### config.mk
export PLATFORM = sky130hd
export DESIGN_NAME = fetch_unit
export DESIGN_NICKNAME = d
export VERILOG_FILES = /design/src/rtl/fetch_unit_pkg.sv /design/src/rtl/fetch_unit_inst_fifo.sv /design/src/rtl/fetch_unit.sv
export SDC_FILE = /design/constraint.sdc
export NUM_CORES = 1
export LEC_CHECK = 0
export ABC_CLOCK_PERIOD_IN_PS = 5200
export CAP_MARGIN = 40
export CORE_MARGIN = 1
export CORE_UTILIZATION = 32
export DETAILED_ROUTE_END_ITERATION = 8
export PLACE_DENSITY = 0.66
export SLEW_MARGIN = 30
export SYNTH_ARGS = -nofsm -noshare
export SYNTH_HDL_FRONTEND = slang
export SYNTH_SLANG_ARGS = --single-unit
### constraint.sdc
create_clock -name clock -period 5.2 [get_ports clock]
set_input_delay 1.04 -clock clock [delete_from_list [all_inputs] [get_ports clock]]
set_output_delay 1.04 -clock clock [all_outputs]
set_load 0.03 [all_outputs]
### src/rtl/fetch_unit_pkg.sv
// Shared definitions for the instruction fetch unit: FSM encodings,
// instruction width and the bubble instruction shown when the queue is empty.
package fetch_unit_pkg;

  localparam int INST_WIDTH = 16;
  localparam logic [INST_WIDTH-1:0] NOP_INST = 16'h0000;

  typedef enum logic [1:0] {
    ST_IDLE  = 2'd0,
    ST_RUN   = 2'd1,
    ST_FLUSH = 2'd2
  } fetch_state_e;

endpackage

### src/rtl/fetch_unit_inst_fifo.sv
// Prefetch queue of {instruction, pc} pairs with occupancy count and flush.
// Head is shown combinationally; an empty queue presents NOP at pc 0.
module inst_fifo
  import fetch_unit_pkg::*;
#(
  parameter int PC_WIDTH = 3,
  parameter int DEPTH    = 2,
  localparam int AW      = (DEPTH > 1) ? $clog2(DEPTH) : 1,
  localparam int CW      = $clog2(DEPTH) + 1
) (
  input  logic                  clock,
  input  logic                  reset_n,
  input  logic                  flush,
  input  logic                  wr_en,
  input  logic [INST_WIDTH-1:0] wr_inst,
  input  logic [PC_WIDTH-1:0]   wr_pc,
  input  logic                  rd_en,
  output logic [INST_WIDTH-1:0] rd_inst,
  output logic [PC_WIDTH-1:0]   rd_pc,
  output logic                  rd_valid,
  output logic [CW-1:0]         count
);

  logic [INST_WIDTH+PC_WIDTH-1:0] mem_q [DEPTH];
  logic [AW-1:0] wr_ptr_q, wr_ptr_d;
  logic [AW-1:0] rd_ptr_q, rd_ptr_d;
  logic [CW-1:0] count_q, count_d;
  logic          rd_fire;
  logic [INST_WIDTH+PC_WIDTH-1:0] head;

  assign rd_valid = (count_q != '0);
  assign rd_fire  = rd_en & rd_valid;
  assign head     = mem_q[rd_ptr_q];
  assign rd_inst  = rd_valid ? head[INST_WIDTH+PC_WIDTH-1:PC_WIDTH] : NOP_INST;
  assign rd_pc    = rd_valid ? head[PC_WIDTH-1:0] : '0;
  assign count    = count_q;

  always_comb begin
    wr_ptr_d = wr_ptr_q;
    rd_ptr_d = rd_ptr_q;
    count_d  = count_q;
    if (flush) begin
      wr_ptr_d = '0;
      rd_ptr_d = '0;
      count_d  = '0;
    end else begin
      // DEPTH is a power of two, so pointers wrap by plain overflow.
      if (wr_en)   wr_ptr_d = wr_ptr_q + 1'b1;
      if (rd_fire) rd_ptr_d = rd_ptr_q + 1'b1;
      count_d = count_q + CW'(wr_en) - CW'(rd_fire);
    end
  end

  always_ff @(posedge clock) begin
    if (wr_en && !flush) mem_q[wr_ptr_q] <= {wr_inst, wr_pc};
  end

  always_ff @(posedge clock or negedge reset_n) begin
    if (!reset_n) begin
      wr_ptr_q <= '0;
      rd_ptr_q <= '0;
      count_q  <= '0;
    end else begin
      wr_ptr_q <= wr_ptr_d;
      rd_ptr_q <= rd_ptr_d;
      count_q  <= count_d;
    end
  end

endmodule

### src/rtl/fetch_unit.sv
// Instruction fetch unit: run/flush FSM, program counter and ROM read issue,
// feeding a prefetch queue that hands instructions to the decode stage.
module fetch_unit
  import fetch_unit_pkg::*;
#(
  parameter int PC_WIDTH = 3,
  parameter int DEPTH    = 2
) (
  input  logic                  clock,
  input  logic                  reset_n,
  input  logic                  run,
  input  logic                  redirect_valid,
  input  logic [PC_WIDTH-1:0]   redirect_pc,
  output logic [PC_WIDTH-1:0]   rom_addr,
  output logic                  rom_oeb,
  input  logic [INST_WIDTH-1:0] rom_data,
  output logic [INST_WIDTH-1:0] inst_out,
  output logic [PC_WIDTH-1:0]   inst_pc,
  output logic                  inst_valid,
  input  logic                  inst_ready,
  output logic [1:0]            state
);

  localparam int CW = $clog2(DEPTH) + 1;
  localparam int UW = CW + 1;

  fetch_state_e        state_q, state_d;
  logic [PC_WIDTH-1:0] pc_q, pc_d;
  logic                inflight_q, inflight_d;
  logic [PC_WIDTH-1:0] inflight_pc_q, inflight_pc_d;

  logic [CW-1:0] count;
  logic [UW-1:0] used, limit;
  logic          deq, issue, enq;

  assign deq   = inst_valid & inst_ready;
  // A dequeue this cycle frees a slot in time for the word we issue now.
  assign used  = UW'(count) + UW'(inflight_q);
  assign limit = UW'(DEPTH) + UW'(deq);
  assign issue = (state_q == ST_RUN) && run && !redirect_valid && (used < limit);
  assign enq   = inflight_q & ~redirect_valid;

  assign rom_oeb  = ~issue;
  assign rom_addr = pc_q;
  assign state    = state_q;

  always_comb begin
    state_d       = state_q;
    pc_d          = pc_q;
    inflight_d    = issue;
    inflight_pc_d = pc_q;
    if (issue) pc_d = pc_q + 1'b1;
    case (state_q)
      ST_RUN:   if (!run && !inflight_q) state_d = ST_IDLE;
      ST_FLUSH: state_d = run ? ST_RUN : ST_IDLE;
      default:  state_d = run ? ST_RUN : ST_IDLE;
    endcase
    if (redirect_valid) begin
      state_d = ST_FLUSH;
      pc_d    = redirect_pc;
    end
  end

  always_ff @(posedge clock or negedge reset_n) begin
    if (!reset_n) begin
      state_q       <= ST_IDLE;
      pc_q          <= '0;
      inflight_q    <= 1'b0;
      inflight_pc_q <= '0;
    end else begin
      state_q       <= state_d;
      pc_q          <= pc_d;
      inflight_q    <= inflight_d;
      inflight_pc_q <= inflight_pc_d;
    end
  end

  inst_fifo #(
    .PC_WIDTH (PC_WIDTH),
    .DEPTH    (DEPTH)
  ) u_fifo (
    .clock    (clock),
    .reset_n  (reset_n),
    .flush    (redirect_valid),
    .wr_en    (enq),
    .wr_inst  (rom_data),
    .wr_pc    (inflight_pc_q),
    .rd_en    (deq),
    .rd_inst  (inst_out),
    .rd_pc    (inst_pc),
    .rd_valid (inst_valid),
    .count    (count)
  );

endmodule

==> results.toml <==
[placed_design]
routabilityCongestion = 0.711
port_buffers = 49
dp_hpwl_um = 2430

[floorplan]
coreArea_um2 = 6310
dieArea_um2 = 6840
die_h_um = 82.7
die_w_um = 82.7
rows = 29
io_pins = 50
initial_utilization = 0.330

[power]
ir_drop_uv = 152
p_leak_nw = 1.01
finalPower_mw = 1.19
powerDensity_nw_per_um2 = 430

[global_route]
grt_pass1_vias = 1205
antenna_found_initial = 0
grt_pass1_wl_um = 5490
gr-total-overflow = 0
grt_max_degree = 21
grt.total_usage = 0.111

[route]
viasPerCell = 4.58
drtIter0Drc = 31
num_vias = 1251
drtAntennaViolNets = 0
wl_per_cell_um = 12.5
drc = 0
drt_wl_total_um = 3400
firstDrtPassIters = 4

[sta]
rsz0062_at_grt = "false"
finalMaxSlewViolations = 0
fmax_ghz = 0.261
fin_crit_sh = 0.737
finClkSkew_ns = 0.00364
slew_headroom = 0.572
setup_viol = 0
period_minus_slack_ns = 3.83
hold_violations = 0
worst_slew_pin_slew_ns = 0.642
fin_tns_setup_ns = 0

[synthesis]
synth_cell_types = 27
synth_seq_area_share = 0.703
synthDominantCellAreaShare = 0.547
postSynthAreaPerCell_um2 = 14.7
ys_ff_latch = 51
syn_inst = 142
synth.largest_area_cell = "edfxtp_1"
synthTopCellsByArea = "edfxtp_1 55%, dfrtp_1 16%, mux2i_1 9.6%, nor2_1 4.5%, ha_1 3.0%"
ys_warn_count = 0
syn-cell-area_um2 = 2080
syn_nets = 171

[worst_setup_path]
r2r_setup_slack_ns = 3.43
crit_type = "in2out"
r2r_start = "inflight_q$_DFF_PN0_"
cp-start-kind = "primary input"
reg2regPathDepth = 6
r2r-end = "rom_addr[2]$_DFFE_PN0P_"
worstPathArrival_ns = 2.79
path_max_fanout = 16
cp.required_ns = 4.16
worstSetupEndpointType = "primary output"

[outcome]
outcome = "finished, final reports clean"

[job]
cap_viol_max_count = 0

[clocking]
cts-root-buf = "clkbuf_8"
clockBufferDepth = 2
clk_pin_slew_worst_paths_ns = 0.09
cts_buffers = 5
ctsResizeCount = 0
worstSkewPairLatency_ns = 0.29
cts_tree = "done"
htree_levels = 2
cts_sinks = 51
cts_setup_buffers = 0
holdBufCountCts = 0

[cells_and_area]
syn_to_final_growth_pct = 32.6
drive_gt1_frac = 0.0816
diodes = 0
mostFrequentLayoutCells = "49 x clkdlybuf4s50_1, 38 x edfxtp_1, 25 x nor2_1"
layout_commonest_cell = "clkdlybuf4s50_1"
nets = 224

[worst_hold_path]
worstHoldStart = "inflight_pc_q[2]$_DFF_PN0_"
min-delay-path-class = "reg2reg"
min_to = "u_fifo.mem_q[1][2]$_DFFE_PP_"
hold_path_depth = 0
## final cells by class
class	count	area, um2
multi-input combinational	77	567
tap	77	96.3
clock inverter	3	18.8
fill	588	3550
clock buffer	5	68.8
timing repair buffer	52	517
sequential	51	1470
inverter	8	30.0
## worst max path at each step
stage | start | cells after the start | to
3_3_place_gp | redirect_valid | 4 | rom_oeb
5_1_grt | redirect_valid | 4 | rom_oeb
6_report | redirect_valid | 4 | rom_oeb
4_1_cts | redirect_valid | 4 | rom_oeb
3_5_place_dp | redirect_valid | 4 | rom_oeb
2_1_floorplan | inst_ready | 3 | rom_oeb
## metrics by stage
| step | setup slack (ns) | cells | util | instance area (um2) | hold WS [ns] |
|---|---|---|---|---|---|
| 6_report | 1.37 | 273 | 0.438 | 2760 | 0.447 |
| 5_1_grt | 1.24 | 273 | 0.438 | 2760 | 0.462 |
| 4_1_cts | 1.38 | 273 | 0.438 | 2760 | 0.450 |
| 3_5_place_dp | 1.39 | 265 | 0.424 | 2680 | 0.429 |
| 3_3_place_gp | 1.42 | 264 | 0.421 | 2660 | 0.422 |
| 2_1_floorplan | 2.53 | 142 | - | 2080 | 0.420 |
## synthesized netlist by cell type (all sizes together)
library cell	n
a221oi	1
a22o	1
a22oi	1
a31o	1
a31oi	1
and2	1
and3	1
and4	1
and4bb	1
buf	3
clkbuf	3
dfrtp	13
edfxtp	38
ha	5
inv	8
mux2i	20
nand2	3
nand3	1
nand4bb	1
nor2	25
nor2b	4
nor3	2
o21ai	2
o311ai	1
xnor2	2
xor2	2
## cell families (layout without fill, tap and decap cells)
family | Yosys count | count (layout) | share of synthesized area
AND/OR/NAND/NOR | 40 | 40 | 0.0936
flip-flops | 51 | 51 | 0.703
buffers and inverters | 14 | 68 | 0.0282
multiplexers | 20 | 20 | 0.0960
adder cells (fa/ha/maj) | 5 | 5 | 0.0300
AO/OA/AOI/OAI | 8 | 8 | 0.0318
XOR/XNOR | 4 | 4 | 0.0168
## metal layers
| metal | share of wire | track usage | up-vias |
|---|---|---|---|
| li1 | - | - | 610 |
| met5 | 0 | 0 | - |
| met4 | 0.0056 | 0.0362 | 0 |
| met2 | 0.51 | 0.191 | 32 |
| met1 | 0.42 | 0.128 | 607 |
| met3 | 0.062 | 0.0396 | 2 |
## power breakdown
part | switching [mW] | internal [mW] | leakage, nW
Combinational | 0.273 | 0.211 | 0.458
Sequential | 0.0317 | 0.456 | 0.506
Clock | 0.120 | 0.0947 | 0.0483
Total | 0.425 | 0.762 | 1.01
## critical path, stage by stage
cell	delay (ns)
clkdlybuf4s50_1	0.79
inv_1	0.16
nand3_1	0.13
clkdlybuf4s50_1	0.68
## registers in the layout (all words and copies together) (netlist names)
signal           flops
u_fifo.mem_q        38
inflight_pc_q        3
rom_addr             3
state                2
u_fifo.count         2
inflight_q           1
u_fifo.rd_ptr_q      1
u_fifo.wr_ptr_q      1
No activity file was read; power rests on OpenSTA's default activity.
